### src/rtl/ps2_scan_decoder_pkg.sv
// Shared definitions for the PS/2 Set-2 scan decoder: scancodes, decoder states,
// register map, status bit positions and the packed key-event format.
package ps2_scan_decoder_pkg;

   localparam logic [7:0] SC_E0     = 8'hE0;
   localparam logic [7:0] SC_F0     = 8'hF0;
   localparam logic [7:0] SC_E1     = 8'hE1;
   localparam logic [7:0] SC_AA     = 8'hAA;
   localparam logic [7:0] SC_FA     = 8'hFA;
   localparam logic [7:0] SC_FE     = 8'hFE;
   localparam logic [7:0] SC_EE     = 8'hEE;
   localparam logic [7:0] SC_LSHIFT = 8'h12;
   localparam logic [7:0] SC_RSHIFT = 8'h59;
   localparam logic [7:0] SC_CTRL   = 8'h14;
   localparam logic [7:0] SC_ALT    = 8'h11;
   localparam logic [7:0] SC_PAUSE  = 8'h77;
   localparam logic [7:0] SC_OVF0   = 8'h00;
   localparam logic [7:0] SC_OVF1   = 8'hFF;

   // E1 is followed by seven more bytes that together mean Pause.
   localparam logic [2:0] SKIP_LEN = 3'd7;

   localparam logic [1:0] REG_STATUS = 2'd0;
   localparam logic [1:0] REG_CODE   = 2'd1;
   localparam logic [1:0] REG_FLAGS  = 2'd2;
   localparam logic [1:0] REG_COUNT  = 2'd3;

   localparam int ST_NEMPTY   = 7;
   localparam int ST_FULL     = 6;
   localparam int ST_OVF      = 5;
   localparam int ST_ERR      = 4;
   localparam int ST_ALT      = 2;
   localparam int ST_CTRL     = 1;
   localparam int ST_SHIFT    = 0;
   localparam int CLR_OVF_BIT = 5;
   localparam int CLR_ERR_BIT = 4;

   typedef enum logic [2:0] {
      DEC_IDLE = 3'd0,
      DEC_E0   = 3'd1,
      DEC_F0   = 3'd2,
      DEC_E0F0 = 3'd3,
      DEC_SKIP = 3'd4
   } dec_state_e;

   typedef struct packed {
      logic       rel;
      logic       ext;
      logic [7:0] code;
   } key_event_t;

   // Frame layout {stop, parity, data[7:0], start}; parity is odd over data+parity.
   function automatic logic frame_ok(input logic [10:0] f);
      return (f[0] == 1'b0) && (f[10] == 1'b1) && (^f[9:1] == 1'b1);
   endfunction

endpackage

### src/rtl/ps2_scan_decoder_fifo.sv
// Synchronous key-event FIFO with first-word-fall-through head (0 when empty).
module ps2_scan_decoder_fifo #(
   parameter int DEPTH_LOG2 = 4,
   parameter int WIDTH      = 10
) (
   input  logic                  clk,
   input  logic                  rst_n,
   input  logic                  push_i,
   input  logic                  pop_i,
   input  logic [WIDTH-1:0]      wdata_i,
   output logic [WIDTH-1:0]      head_o,
   output logic                  full_o,
   output logic                  empty_o,
   output logic [DEPTH_LOG2:0]   count_o
);

   localparam int DEPTH = 1 << DEPTH_LOG2;
   localparam logic [DEPTH_LOG2-1:0] PTR_ONE = DEPTH_LOG2'(1);
   localparam logic [DEPTH_LOG2:0]   CNT_ONE = (DEPTH_LOG2 + 1)'(1);

   logic [WIDTH-1:0]      mem_q [DEPTH];
   logic [DEPTH_LOG2-1:0] wr_ptr_q;
   logic [DEPTH_LOG2-1:0] rd_ptr_q;
   logic [DEPTH_LOG2:0]   count_q;
   logic                  do_push;
   logic                  do_pop;

   assign full_o  = count_q[DEPTH_LOG2];
   assign empty_o = (count_q == '0);
   assign count_o = count_q;
   assign do_pop  = pop_i && !empty_o;
   // A pop in the same cycle frees the slot, so a push at full still lands.
   assign do_push = push_i && (!full_o || do_pop);
   assign head_o  = empty_o ? '0 : mem_q[rd_ptr_q];

   always_ff @(posedge clk) begin
      if (do_push) begin
         mem_q[wr_ptr_q] <= wdata_i;
      end
   end

   always_ff @(posedge clk) begin
      if (!rst_n) begin
         wr_ptr_q <= '0;
         rd_ptr_q <= '0;
         count_q  <= '0;
      end else begin
         if (do_push) begin
            wr_ptr_q <= wr_ptr_q + PTR_ONE;
         end
         if (do_pop) begin
            rd_ptr_q <= rd_ptr_q + PTR_ONE;
         end
         case ({do_push, do_pop})
            2'b10:   count_q <= count_q + CNT_ONE;
            2'b01:   count_q <= count_q - CNT_ONE;
            default: count_q <= count_q;
         endcase
      end
   end

endmodule

### src/rtl/ps2_scan_decoder.sv
// PS/2 Set-2 scan decoder: frame check, prefix folding FSM, modifier tracking and a
// 4-register CPU view over the key-event FIFO.
module ps2_scan_decoder
   import ps2_scan_decoder_pkg::*;
#(
   parameter int DEPTH_LOG2 = 4
) (
   input  logic        clk,
   input  logic        rst_n,
   input  logic        rx_valid,
   input  logic [10:0] rx_frame,
   output logic        rx_ack,
   input  logic [1:0]  addr,
   input  logic        we,
   input  logic [7:0]  dbw,
   output logic [7:0]  dbr,
   output logic [2:0]  dbg_state_o
);

   // Handshake: a frame is taken on the first edge rx_valid=1 while not busy; rx_ack
   // pulses the next cycle, and busy only clears once the receiver drops rx_valid.
   logic          busy_q;
   logic          pend_q;
   logic [10:0]   frame_q;
   dec_state_e    state_q, state_d;
   logic [2:0]    skip_q, skip_d;
   logic          shift_q, shift_d;
   logic          ctrl_q, ctrl_d;
   logic          alt_q, alt_d;
   logic          err_q;
   logic          ovf_q;
   logic [7:0]    dbr_q;

   logic [7:0]    rx_byte;
   logic          is_prefix;
   logic          use_idle;
   logic          ev_push;
   key_event_t    ev;
   key_event_t    head_ev;
   logic          bad_code;
   logic          set_err;
   logic          set_ovf;
   logic          clr_err;
   logic          clr_ovf;
   logic          pop_req;
   logic          fifo_full;
   logic          fifo_empty;
   logic [DEPTH_LOG2:0] fifo_count;
   logic [7:0]    status;
   logic [7:0]    rd_data;
   logic          unused_dbw_bits;

   assign rx_byte     = frame_q[8:1];
   assign is_prefix   = (rx_byte == SC_E0) || (rx_byte == SC_F0) || (rx_byte == SC_E1);
   assign rx_ack      = pend_q;
   assign dbr         = dbr_q;
   assign dbg_state_o = state_q;

   always_comb begin
      state_d  = state_q;
      skip_d   = skip_q;
      ev_push  = 1'b0;
      ev       = '0;
      bad_code = 1'b0;
      set_err  = 1'b0;
      use_idle = 1'b0;
      if (pend_q) begin
         if (!frame_ok(frame_q)) begin
            set_err = 1'b1;
            state_d = DEC_IDLE;
            skip_d  = '0;
         end else begin
            case (state_q)
               DEC_IDLE: use_idle = 1'b1;
               DEC_E0: begin
                  if (rx_byte == SC_F0) begin
                     state_d = DEC_E0F0;
                  end else if (is_prefix) begin
                     use_idle = 1'b1;
                  end else begin
                     state_d = DEC_IDLE;
                     if (rx_byte != SC_LSHIFT) begin
                        ev_push = 1'b1;
                        ev      = '{rel: 1'b0, ext: 1'b1, code: rx_byte};
                     end
                  end
               end
               DEC_F0: begin
                  if (is_prefix) begin
                     use_idle = 1'b1;
                  end else begin
                     state_d = DEC_IDLE;
                     ev_push = 1'b1;
                     ev      = '{rel: 1'b1, ext: 1'b0, code: rx_byte};
                  end
               end
               DEC_E0F0: begin
                  if (is_prefix) begin
                     use_idle = 1'b1;
                  end else begin
                     state_d = DEC_IDLE;
                     if (rx_byte != SC_LSHIFT) begin
                        ev_push = 1'b1;
                        ev      = '{rel: 1'b1, ext: 1'b1, code: rx_byte};
                     end
                  end
               end
               DEC_SKIP: begin
                  // Pause bytes are swallowed whole, prefixes included.
                  if (skip_q <= 3'd1) begin
                     state_d = DEC_IDLE;
                     skip_d  = '0;
                     ev_push = 1'b1;
                     ev      = '{rel: 1'b0, ext: 1'b1, code: SC_PAUSE};
                  end else begin
                     skip_d = skip_q - 3'd1;
                  end
               end
               default: state_d = DEC_IDLE;
            endcase
            if (use_idle) begin
               state_d = DEC_IDLE;
               case (rx_byte)
                  SC_E0: state_d = DEC_E0;
                  SC_F0: state_d = DEC_F0;
                  SC_E1: begin
                     state_d = DEC_SKIP;
                     skip_d  = SKIP_LEN;
                  end
                  SC_OVF0, SC_OVF1:            bad_code = 1'b1;
                  SC_AA, SC_FA, SC_FE, SC_EE:  bad_code = 1'b0;
                  default: begin
                     ev_push = 1'b1;
                     ev      = '{rel: 1'b0, ext: 1'b0, code: rx_byte};
                  end
               endcase
            end
         end
      end
   end

   // Modifiers follow every decoded event, whether or not the FIFO had room for it.
   always_comb begin
      shift_d = shift_q;
      ctrl_d  = ctrl_q;
      alt_d   = alt_q;
      if (ev_push) begin
         if (!ev.ext && ((ev.code == SC_LSHIFT) || (ev.code == SC_RSHIFT))) begin
            shift_d = !ev.rel;
         end
         if (ev.code == SC_CTRL) begin
            ctrl_d = !ev.rel;
         end
         if (ev.code == SC_ALT) begin
            alt_d = !ev.rel;
         end
      end
   end

   assign pop_req         = we && (addr == REG_CODE);
   assign clr_ovf         = we && (addr == REG_COUNT) && dbw[CLR_OVF_BIT];
   assign clr_err         = we && (addr == REG_COUNT) && dbw[CLR_ERR_BIT];
   assign set_ovf         = bad_code || (ev_push && fifo_full && !pop_req);
   assign unused_dbw_bits = ^{dbw[7:6], dbw[3:0]};

   ps2_scan_decoder_fifo #(
      .DEPTH_LOG2 (DEPTH_LOG2),
      .WIDTH      (10)
   ) u_fifo (
      .clk     (clk),
      .rst_n   (rst_n),
      .push_i  (ev_push),
      .pop_i   (pop_req),
      .wdata_i (ev),
      .head_o  (head_ev),
      .full_o  (fifo_full),
      .empty_o (fifo_empty),
      .count_o (fifo_count)
   );

   always_comb begin
      status            = '0;
      status[ST_NEMPTY] = !fifo_empty;
      status[ST_FULL]   = fifo_full;
      status[ST_OVF]    = ovf_q;
      status[ST_ERR]    = err_q;
      status[ST_ALT]    = alt_q;
      status[ST_CTRL]   = ctrl_q;
      status[ST_SHIFT]  = shift_q;
      case (addr)
         REG_STATUS: rd_data = status;
         REG_CODE:   rd_data = head_ev.code;
         REG_FLAGS:  rd_data = {head_ev.rel, head_ev.ext, 6'b0};
         default:    rd_data = 8'(fifo_count);
      endcase
   end

   always_ff @(posedge clk) begin
      if (!rst_n) begin
         busy_q  <= 1'b0;
         pend_q  <= 1'b0;
         frame_q <= '0;
         state_q <= DEC_IDLE;
         skip_q  <= '0;
         shift_q <= 1'b0;
         ctrl_q  <= 1'b0;
         alt_q   <= 1'b0;
         err_q   <= 1'b0;
         ovf_q   <= 1'b0;
         dbr_q   <= '0;
      end else begin
         pend_q <= 1'b0;
         if (rx_valid && !busy_q) begin
            busy_q  <= 1'b1;
            pend_q  <= 1'b1;
            frame_q <= rx_frame;
         end else if (!rx_valid) begin
            busy_q <= 1'b0;
         end
         state_q <= state_d;
         skip_q  <= skip_d;
         shift_q <= shift_d;
         ctrl_q  <= ctrl_d;
         alt_q   <= alt_d;
         // A flag being raised this cycle beats a CPU clear of the same flag.
         if (set_err) begin
            err_q <= 1'b1;
         end else if (clr_err) begin
            err_q <= 1'b0;
         end
         if (set_ovf) begin
            ovf_q <= 1'b1;
         end else if (clr_ovf) begin
            ovf_q <= 1'b0;
         end
         if (!we) begin
            dbr_q <= rd_data;
         end
      end
   end

endmodule

### config.mk
export PLATFORM = sky130hd
export DESIGN_NAME = ps2_scan_decoder
export DESIGN_NICKNAME = d
export VERILOG_FILES = /design/src/rtl/ps2_scan_decoder_pkg.sv /design/src/rtl/ps2_scan_decoder_fifo.sv /design/src/rtl/ps2_scan_decoder.sv
export SDC_FILE = /design/constraint.sdc
export NUM_CORES = 1
export LEC_CHECK = 0
export BUFFER_PORTS_ARGS = -buffer_cell sky130_fd_sc_hd__buf_2
export CAP_MARGIN = 20
export CORE_UTILIZATION = 55
export DETAILED_ROUTE_END_ITERATION = 8
export GPL_TIMING_DRIVEN = 0
export PLACE_DENSITY = 0.72
export SLEW_MARGIN = 20
export SYNTH_ARGS = -nofsm -noshare
export SYNTH_HDL_FRONTEND = slang
export SYNTH_HIERARCHICAL = 1
export SYNTH_SLANG_ARGS = --single-unit
### constraint.sdc
create_clock -name clk -period 12.9 [get_ports clk]
set_clock_uncertainty 0.05 [all_clocks]
set_input_delay 1.29 -clock clk [delete_from_list [all_inputs] [get_ports clk]]
set_output_delay 1.29 -clock clk [all_outputs]
set_load 0.02 [all_outputs]
==> results.toml <==
[status]
outcome = "finished, final reports clean"

[clocking]
cts_setup_buffers = 0
clk-insertion-delay-late_ns = 0.50
post_cts_resize_count = 0
numCtsBuffers = 21
cts_sinks = 209
cts_tree = "yes"
clock_tree.htree_level_count = 1
max_root_sink_buffers = 3
cts_root_buf = "clkbuf_16"
post_cts_hold_buffer_count = 0
clk_pin_slew_ns = 0.06

[power_and_ir_drop]
swShare = 0.199
power.leakage_uw = 0.00345
power_density_nw_per_um2 = 130
clk_pwr_share = 0.428
p_comb_frac = 0.033
net-switching-power_uw = 267
p_int_uw = 1070
vdd.ir_drop.worst_v = 0.000101
power.sequential.fraction = 0.539

[synthesis]
synth_enable_flop_cells = 160
synthesis.yosys.warnings = 6
synth-seq-area-share = 0.629
main_combinational_cell_family_by_area_after_synthesis = "multiplexers"
synth-compound-area-share = 0.0884
synth-xor-area-share = 0.0110
leading_post_synthesis_cells_by_cell_area = "edfxtp_1 (52%), dfxtp_1 (11%), mux4_2 (9.8%)"
dominantRegCellSynth = "edfxtp_1"
synth_seq_cells = 209
synthDominantAreaCellType = "edfxtp_1"
syn-mean-instance-area_um2 = 14.7
post_synth_and_or_nand_nor_area_fraction = 0.0898
synth_fp_nets = 673
netlist_instances = 625
yosysTopAreaCellShare = 0.523
syn-cell-area_um2 = 9200
synth_adder_area_share = 0.0313
async_set_or_reset_flop_fraction_in_the_synthesized_netlist = 0
ys_types = 67
yosys-mux-area-fraction = 0.123

[critical_path]
worst-path-stages = 17
critPathCaptureType = "register"
worst_ep_required_time_ns = 13.27
worst_setup_path_start_kind = "register"
timing.rr.end = "u_fifo/count_o[2]"
critical_path.cell_chain = "inv_1 > ha_1 > xnor3_1 > xnor2_1 > or2_1 > buf_6 > clkbuf_1 > a21oi_1 > a21boi_1 > inv_1 > ha_1 > clkbuf_1 > xor2_1 > ha_1 > o21a_1 > or4_1 > a21boi_0"
critical_path.startpoint = "frame_q[2]"
worst-path-buf-inv = 5
critical_path_peak_fanout = 10
reg2reg_setup_slack_ns = 7.87
criticalPathCategory = "reg2reg"
worst_ep_arrival_time_ns = 5.40
crit_end = "u_fifo/count_o[2]"
r2r_start = "frame_q[2]"
worst_path_most_repeated_cell = "ha_1"
crit_path_max_incr_delay_ns = 0.49
library_cell_contributing_the_largest_single_delay_on_the_critical_path = "a21oi_1"
reg2reg_depth = 17
worst_path_dominant_cell_family = "compound AO/OA/AOI/OAI gates"

[routing]
ant_nets = 0
wl_um = 19500
detail_route.drc_violations = 0
avgViaCountPerCell = 6.05
route.detailed.wl_per_inst_um = 21.4
detail_route.first_pass.iterations = 5
drtIter0Drc = 383
total_number_of_vias = 5511

[layout]
post_route_cells_drive_above_1_share = 0.204
finish.utilization = 0.642
finalNetCount = 732
area_growth_syn_to_layout_pct = 12.6
antenna_cells = 0

[global_routing]
first_global_vias = 5625
grt_start_max_net_pins = 18
initial_antenna_violation_count = 0
grt_pass1_wl_um = 31100
groute.usage.overall = 0.235
globalRoute.totalOverflow = 0

[timing]
worst_pin_slew_ns = 1.00
worst_slew_margin_rel = 0.328
rsz0062_at_grt = "false"
setup_viol = 0
hold_viol_final = 0
finalCritPeriodShare = 0.390
fmaxAchievable_mhz = 199
finalWorstPathRequiredPeriod_ns = 5.03
timing_max_transition_violations_final = 0
setup-tns-final_ns = 0

[floorplan]
num_rows = 46
io_pins = 37
initial_utilization = 0.571
placeable_area_um2 = 16100
die_wd_um = 131
dieHeight_um = 131
die_area_um2 = 17200

[placement]
port-buffer-count = 30
gp_congestion = 0.879
dp_hpwl_um = 13600

[run]
drv_cap = 0

[worst_hold_path]
worstHoldPathType = "reg2reg"
-- routing by layer --
metal,vias up,track usage,part of all wire
met4,0,0.0588,0.017
met5,-,0,0
li1,2534,-,-
met2,179,0.390,0.49
met1,2766,0.324,0.43
met3,32,0.0394,0.066
-- worst min-delay path by stage --
stage / startpoint / endpoint / slack, ns / cells past startpoint
after floorplan: busy_q / rx_ack / 0.36 / 1
after global placement: busy_q / rx_ack / 0.38 / 1
after detailed placement: busy_q / rx_ack / 0.39 / 1
after CTS: busy_q / rx_ack / 0.39 / 1
after global routing: busy_q / rx_ack / 0.43 / 1
final: busy_q / rx_ack / 0.40 / 1
-- cells in the mapped netlist (4+ instances only) --
cell type,instances
a211oi_1,26
a21boi_0,12
a21oi_1,15
a221o_1,4
a311o_1,4
and2_1,11
and3_1,6
buf_2,5
buf_4,4
clkbuf_1,21
dfxtp_1,49
edfxtp_1,160
ha_1,23
inv_1,21
mux2_2,5
mux2i_1,17
mux4_2,40
nand2_1,50
nand2b_1,4
nand3_1,4
nand4_1,5
nor2_1,29
nor2b_1,23
nor3_1,10
o21a_1,5
o21ai_0,7
xnor2_1,8
-- final cells by class --
cell class / count / area [um2]
Sequential cell: 209 / 5790
Fill cell: 1181 / 5760
Multi-Input combinational cell: 360 / 3210
Clock buffer: 26 / 544
Tap cell: 216 / 270
Timing Repair Buffer: 36 / 195
Buffer: 35 / 175
Clock inverter: 8 / 90.1
Inverter: 21 / 78.8
-- power groups by stage --
| stage | sequential (uW) | combinational, uW | clock [uW] |
|---|---|---|---|
| finish | 723 | 43.7 | 575 |
| global route | 723 | 47.4 | 618 |
| CTS | 723 | 43.5 | 586 |
| detailed placement | 737 | 43.2 | 0 |
| global placement | 737 | 41.1 | 0 |
| floorplan | 737 | 28.7 | 0 |
-- per-stage QoR --
step	hold WS [ns]	power (uW)	worst slack (ns)	area [um2]	cells
floorplan	0.356	766	8.75	9200	625
CTS	0.394	1350	7.86	10300	911
global placement	0.376	778	8.01	9620	871
finish	0.404	1340	7.87	10400	911
detailed placement	0.385	780	7.86	9710	877
global route	0.434	1390	7.53	10400	911
-- cell families (layout without fill, tap and decap cells) --
group                    Yosys count  after routing
XOR/XNOR                          10             10
multiplexers                      62             62
buffers and inverters             56            126
flip-flops                       209            209
AND/OR/NAND/NOR                  159            159
adder cells (fa/ha/maj)           23             23
AO/OA/AOI/OAI                    106            106
-- placed cells by master (no fill, tap or decap), drive strengths merged, types with 5 or more instances in the layout --
master	count
a211oi	26
a21boi	15
a21oi	15
and2	11
and3	6
buf	50
clkbuf	47
clkinv	5
dfxtp	49
edfxtp	160
ha	23
inv	22
mux2	5
mux2i	17
mux4	40
nand2	50
nand4	5
nor2	29
nor2b	23
nor3	10
o21a	6
o21ai	8
xnor2	8
-- registers in the layout, indices dropped and copies added (netlist names), named ones only --
name             flops
ovf_q                1
u_fifo/rd_ptr_q      4
shift_q              1
frame_q             11
rx_ack               1
alt_q                1
dbr                  8
skip_q               3
busy_q               1
u_fifo/count_o       5
u_fifo/wr_ptr_q      4
err_q                1
u_fifo/mem_q       160
dbg_state_o          3
ctrl_q               1
No activity file was read; power rests on OpenSTA's default activity.
